--- src/rtl/sprite_line_scheduler.sv ---
// Sprite descriptor table and once-per-scanline slot scheduler.
// Optional hit counter output enabled by defining SPRITE_SCHED_HIT_COUNT_EN.
module sprite_line_scheduler #(
  parameter int NUM_ENTRIES = 16,
  parameter int NUM_SLOTS   = 4
) (
  input  logic                           Clk,
  input  logic                           Reset,
  input  logic                           wr_en,
  input  logic [$clog2(NUM_ENTRIES)-1:0] wr_addr,
  input  logic [31:0]                    wr_data,
  input  logic                           line_start,
  input  logic [9:0]                     next_line,
  output logic [32*NUM_SLOTS-1:0]        slot_val,
  output logic [NUM_SLOTS-1:0]           slot_valid,
  output logic                           busy,
`ifdef SPRITE_SCHED_HIT_COUNT_EN
  output logic [6:0]                     hit_count,
`endif
  output logic                           overflow
);

  localparam int IW = $clog2(NUM_ENTRIES);
  localparam int CW = $clog2(NUM_SLOTS + 1);

  localparam logic [5:0] ID_SMALL = 6'b000010;
  localparam logic [5:0] ID_LARGE = 6'b011010;

  typedef enum logic [1:0] {
    IDLE,
    SCAN,
    COMMIT
  } state_t;

  state_t          state_q;
  logic [31:0]     table_q [NUM_ENTRIES];
  logic [31:0]     stage_q [NUM_SLOTS];
  logic [31:0]     slot_q  [NUM_SLOTS];
  logic [NUM_SLOTS-1:0] stage_v_q;
  logic [NUM_SLOTS-1:0] valid_q;
  logic [IW-1:0]   idx_q;
  logic [CW-1:0]   cnt_q;
  logic [9:0]      line_q;
  logic            ovf_line_q;
  logic            ovf_q;
  logic            busy_q;
`ifdef SPRITE_SCHED_HIT_COUNT_EN
  logic [6:0]      hits_line_q;
  logic [6:0]      hits_q;
`endif

  logic [31:0] cur;
  logic [4:0]  height;
  logic [9:0]  top;
  logic [10:0] bot;
  logic        hit;

  // Evaluate the entry under the scan pointer against the latched line
  always_comb begin
    cur    = table_q[idx_q];
    top    = cur[13:4];
    height = 5'd0;
    unique case (1'b1)
      (cur[31:26] == ID_SMALL): height = 5'd9;
      (cur[31:26] == ID_LARGE): height = 5'd20;
      default:                  height = 5'd0;
    endcase
    bot = {1'b0, top} + {6'd0, height};
    hit = (height != 5'd0) && (line_q >= top) &&
          ({1'b0, line_q} < bot);
  end

  // Descriptor table: writes land immediately, even mid-scan
  always_ff @(posedge Clk or posedge Reset) begin
    if (Reset) begin
      for (int i = 0; i < NUM_ENTRIES; i++) table_q[i] <= '0;
    end else if (wr_en) begin
      table_q[wr_addr] <= wr_data;
    end
  end

  // Scan FSM: stage hits, then commit all slots in a single edge
  always_ff @(posedge Clk or posedge Reset) begin
    if (Reset) begin
      state_q    <= IDLE;
      idx_q      <= '0;
      cnt_q      <= '0;
      line_q     <= '0;
      ovf_line_q <= 1'b0;
      ovf_q      <= 1'b0;
      busy_q     <= 1'b0;
      stage_v_q  <= '0;
      valid_q    <= '0;
      for (int k = 0; k < NUM_SLOTS; k++) begin
        stage_q[k] <= '0;
        slot_q[k]  <= '0;
      end
`ifdef SPRITE_SCHED_HIT_COUNT_EN
      hits_line_q <= '0;
      hits_q      <= '0;
`endif
    end else begin
      unique case (state_q)
        IDLE: begin
          if (line_start) begin
            state_q    <= SCAN;
            busy_q     <= 1'b1;
            line_q     <= next_line;
            idx_q      <= '0;
            cnt_q      <= '0;
            ovf_line_q <= 1'b0;
            stage_v_q  <= '0;
            for (int k = 0; k < NUM_SLOTS; k++) stage_q[k] <= '0;
`ifdef SPRITE_SCHED_HIT_COUNT_EN
            hits_line_q <= '0;
`endif
          end
        end
        SCAN: begin
          if (hit) begin
            if (cnt_q < CW'(NUM_SLOTS)) begin
              for (int k = 0; k < NUM_SLOTS; k++) begin
                if (cnt_q == CW'(k)) begin
                  stage_q[k]   <= cur;
                  stage_v_q[k] <= 1'b1;
                end
              end
              cnt_q <= cnt_q + CW'(1);
            end else begin
              ovf_line_q <= 1'b1;
            end
`ifdef SPRITE_SCHED_HIT_COUNT_EN
            if (hits_line_q != 7'd127) hits_line_q <= hits_line_q + 7'd1;
`endif
          end
          idx_q <= idx_q + IW'(1);
          if (idx_q == IW'(NUM_ENTRIES - 1)) state_q <= COMMIT;
        end
        COMMIT: begin
          for (int k = 0; k < NUM_SLOTS; k++) slot_q[k] <= stage_q[k];
          valid_q <= stage_v_q;
          ovf_q   <= ovf_line_q;
`ifdef SPRITE_SCHED_HIT_COUNT_EN
          hits_q  <= hits_line_q;
`endif
          busy_q  <= 1'b0;
          state_q <= IDLE;
        end
        default: begin
          state_q <= IDLE;
          busy_q  <= 1'b0;
        end
      endcase
    end
  end

  for (genvar k = 0; k < NUM_SLOTS; k++) begin : g_slot
    assign slot_val[32*k +: 32] = slot_q[k];
  end

  assign slot_valid = valid_q;
  assign busy       = busy_q;
  assign overflow   = ovf_q;
`ifdef SPRITE_SCHED_HIT_COUNT_EN
  assign hit_count  = hits_q;
`endif

endmodule

--- config.mk ---
export PLATFORM = sky130hd
export DESIGN_NAME = sprite_line_scheduler
export DESIGN_NICKNAME = d
export VERILOG_FILES = /design/src/rtl/sprite_line_scheduler.sv
export SDC_FILE = /design/constraint.sdc
export NUM_CORES = 1
export LEC_CHECK = 0
export CORE_MARGIN = 2
export CORE_UTILIZATION = 50
export DETAILED_ROUTE_END_ITERATION = 10
export PLACE_DENSITY = 0.79
export SLEW_MARGIN = 20
export SYNTH_ARGS = -nofsm -noshare
export SYNTH_HDL_FRONTEND = slang
export SYNTH_SLANG_ARGS = --single-unit
--- constraint.sdc ---
create_clock -name Clk -period 41.1 [get_ports Clk]
set_input_delay 8.22 -clock Clk [delete_from_list [all_inputs] [get_ports Clk]]
set_output_delay 8.22 -clock Clk [all_outputs]
set_load 0.02 [all_outputs]
==> run summary <==
Final setup fails: 0
Non-Filler Instances: 3687
Syn-to-layout area delta: 14.4%
# Post-CTS Setup Buffers: 0
Global-route wire length before repair: 141000 um
Largest net degree at the start of global routing: 175
CP Data Required Time: 41.76 ns
Skew final: 0.0225 ns
Mapped Cells: 2593
I/O pin count: 184
Core occupancy in the finished layout: 57.6%
Hold crit path type: reg -> reg
Max-slew violations: 0
Dominant synthesized flop cell: dfrtp_1
CTS Root Buffer Type: clkbuf_16
WS Path Type: in -> async
Total grt overflow: 0
Vias in the first global route: 23900
Drt wl/cell: 24.4 um
Buffers on Ports: 183
Setup WS pre-CTS: 28.82 ns
GPL Wtd Cong: 0.841
# placed instances: 3543
H-tree depth: 3
Skew-Pair Late Insertion Delay: 0.63 ns
Least-Margin Pin Slew: 1.15 ns
Yosys Warn Count: 0
Total power: 3.02 mW
Crit path max-delay cell type: buf_4
Hold buffers post-CTS: 0
Run status: finished clean
Nets@finish: 2757
Post-synth EDFFs: 0
Synth Cell Area: 35900 um^2
Horiz. Die Dim: 272 um
Post-synthesis sequential area ratio: 55.6%
Mean Syn Cell Area: 13.9 um^2
Die area: 74100 um^2
Initial antenna violation count: 5
Endpoints failing hold: 0
Asr flop ratio synth: 100%
Setup crit end kind: async pin
Worst path cell trace: clkdlybuf4s50_1 -> inv_8 -> buf_4 -> buf_12 -> buf_6
Initial drt markers: 2187
Routed via count: 23000
TritonCTS Buffers: 81
Clock sinks: 798
CTS clock-pin slew for the worst setup and hold paths: 0.06 ns
Final period util: 26.0%
Peak VDD IR: 89.3 uV
Slew HR: 23.3%
Yosys reg bits: 798
Synth cell types: 63
Clock Path Buffers: 3
Crit-path max cell delay: 0.73 ns
GRT Overall Usage: 24.5%
Critical path peak fanout: 174
Area of the core: 71400 um^2
TritonCTS clock tree: done
Max Fclk: 93.5 MHz
PwrDens: 73.4 nW/um^2
Row Count: 98
Crit path DAT: 11.36 ns
Leakage power: 17.9 nW
Post-synth net total: 2673
DRC viols: 0
Tmin final: 10.70 ns
Share of cells above drive strength 1: 35.6%
Initial core utilization: 50.4%
PnR worst setup slack: 30.40 ns
Final TNS setup: 0 ns
Die Span Y: 272 um
Reg2reg setup slack: 31.66 ns
Max_cap viols: 0
DRT Pass-1 Iters: 5
RSZ-0062 raised after global routing: no
Post_cts resized: 0
Final ANT Viol Nets: 0
Final WL: 90100 um
Dpl hpwl: 53900 um
Drt via density: 6.25
Fillers: 5397
Worst Setup Start Kind: input port
==> per-layer routing <==
metal / share of wire (%) / track usage, % / wire length, um
met2: 49 / 40.5 / 44400
met3: 7.0 / 4.23 / 6300
met5: 0.042 / 0 / 38
met4: 2.7 / 7.94 / 2420
met1: 41 / 33.2 / 37000
==> sequential cells by signal, summed over array words and instances, names as in the netlist <==
signal,flops
idx_q,4
line_q,10
stage_q,128
overflow,1
slot_valid,4
table_q,512
state_q,2
busy,1
stage_v_q,4
ovf_line_q,1
slot_val,128
cnt_q,3
==> synthesized netlist by cell type (5+ instances only) <==
cell        n  area share, %
a211oi_1    5           0.10
a21boi_0    6           0.13
a21oi_1    13           0.18
a221oi_1   31           0.76
a22oi_1     8           0.17
a31o_2     13           0.32
a32o_1     28           0.78
a32oi_1    30           0.73
and2_1     21           0.37
and3_1      9           0.16
buf_1      26           0.27
buf_2      24           0.33
buf_4       7           0.15
buf_6       6           0.19
clkbuf_1  166            1.7
dfrtp_1   798             56
ha_1       30            1.0
inv_1      25           0.26
mux2_2    642             20
mux2i_1    64            1.8
mux4_2    112            7.0
nand2_1   195            2.0
nand2b_1    8           0.14
nand3_1     6          0.084
nand4_1    37           0.64
nor2_1     58           0.61
nor3_1      6          0.084
nor4_1     32           0.56
nor4b_1    15           0.37
o211ai_1   37           0.77
o21ai_0    64           0.89
xnor2_1     6           0.15
==> worst max-delay path, delay by kind of cell <==
kind     cells  cell delay (ns)
buf+inv      5             2.79
==> through the flow <==
stage / hold WS, ns / cell area, um^2
after global routing: 0.508 / 41100
after CTS: 0.487 / 41100
after global placement: 0.465 / 38500
final: 0.484 / 41100
after detailed placement: 0.475 / 38500
after floorplan: 0.446 / 35900
==> layout by cell type (no fill, tap or decap), types with 6 or more instances in the layout <==
master / Yosys / routed
dfrtp_1: 798 / 794
mux2_2: 642 / 642
nand2_1: 195 / 193
clkdlybuf4s50_1: 0 / 183
mux4_2: 112 / 112
clkbuf_16: 0 / 84
o21ai_0: 64 / 64
mux2i_1: 64 / 64
nor2_1: 58 / 47
buf_4: 7 / 43
nand4_1: 37 / 37
o211ai_1: 37 / 37
nor4_1: 32 / 32
a221oi_1: 31 / 31
a32oi_1: 30 / 30
ha_1: 30 / 30
a32o_1: 28 / 28
inv_1: 25 / 24
and2_1: 21 / 20
clkbuf_1: 166 / 20
clkinv_2: 0 / 18
clkbuf_8: 0 / 16
nor4b_1: 15 / 15
a31o_2: 13 / 13
a21oi_1: 13 / 11
nor2_4: 0 / 9
a22oi_1: 8 / 8
and3_1: 9 / 8
nand2b_1: 8 / 7
nand3_1: 6 / 6
xnor2_1: 6 / 6
a21boi_0: 6 / 6
==> power by group <==
| group | switching (mW) | total (mW) | leakage [nW] | internal [mW] |
|---|---|---|---|---|
| sequential | 0.148 | 1.13 | 9.82 | 0.984 |
| clock | 0.298 | 0.713 | 1.28 | 0.415 |
| combinational | 0.676 | 1.18 | 6.78 | 0.500 |
==> layout make-up <==
class	count	area (um^2)	share of cell area, %
sequential	798	20000	48.6
multi-input combinational	1540	15000	36.6
clock buffer	120	2400	5.83
timing repair buffer	231	2240	5.46
tap	950	1190	2.89
clock inverter	22	175	0.426
inverter	25	101	0.246
antenna	1	2.50	0.00608
==> cells by family (layout without fill, tap and decap cells) <==
logic type,count (synthesis),after routing,synth area share (%)
multiplexers,818,818,28.9
flip-flops,798,798,55.6
AND/OR/NAND/NOR,406,406,5.45
AO/OA/AOI/OAI,277,277,5.85
buffers and inverters,255,398,2.98
adder cells (fa/ha/maj),30,30,1.04
XOR/XNOR,9,9,0.219
other,0,1,0
==> path summary, 6_finish.rpt <==
| check | start | endpoint | cells after the start |
|---|---|---|---|
| worst max register to register | idx_q[0] | stage_q[115] | 23 |
| max in group Clk | line_start | stage_q[115] | 6 |
| worst min register to register | slot_valid[3] | slot_valid[3] | 2 |
| worst max-delay path | Reset | table_q[458] | 5 |
| worst min-delay path | slot_valid[3] | slot_valid[3] | 2 |
| min in group asynchronous | Reset | stage_q[58] | 2 |
(Power assumes the default switching activity.)
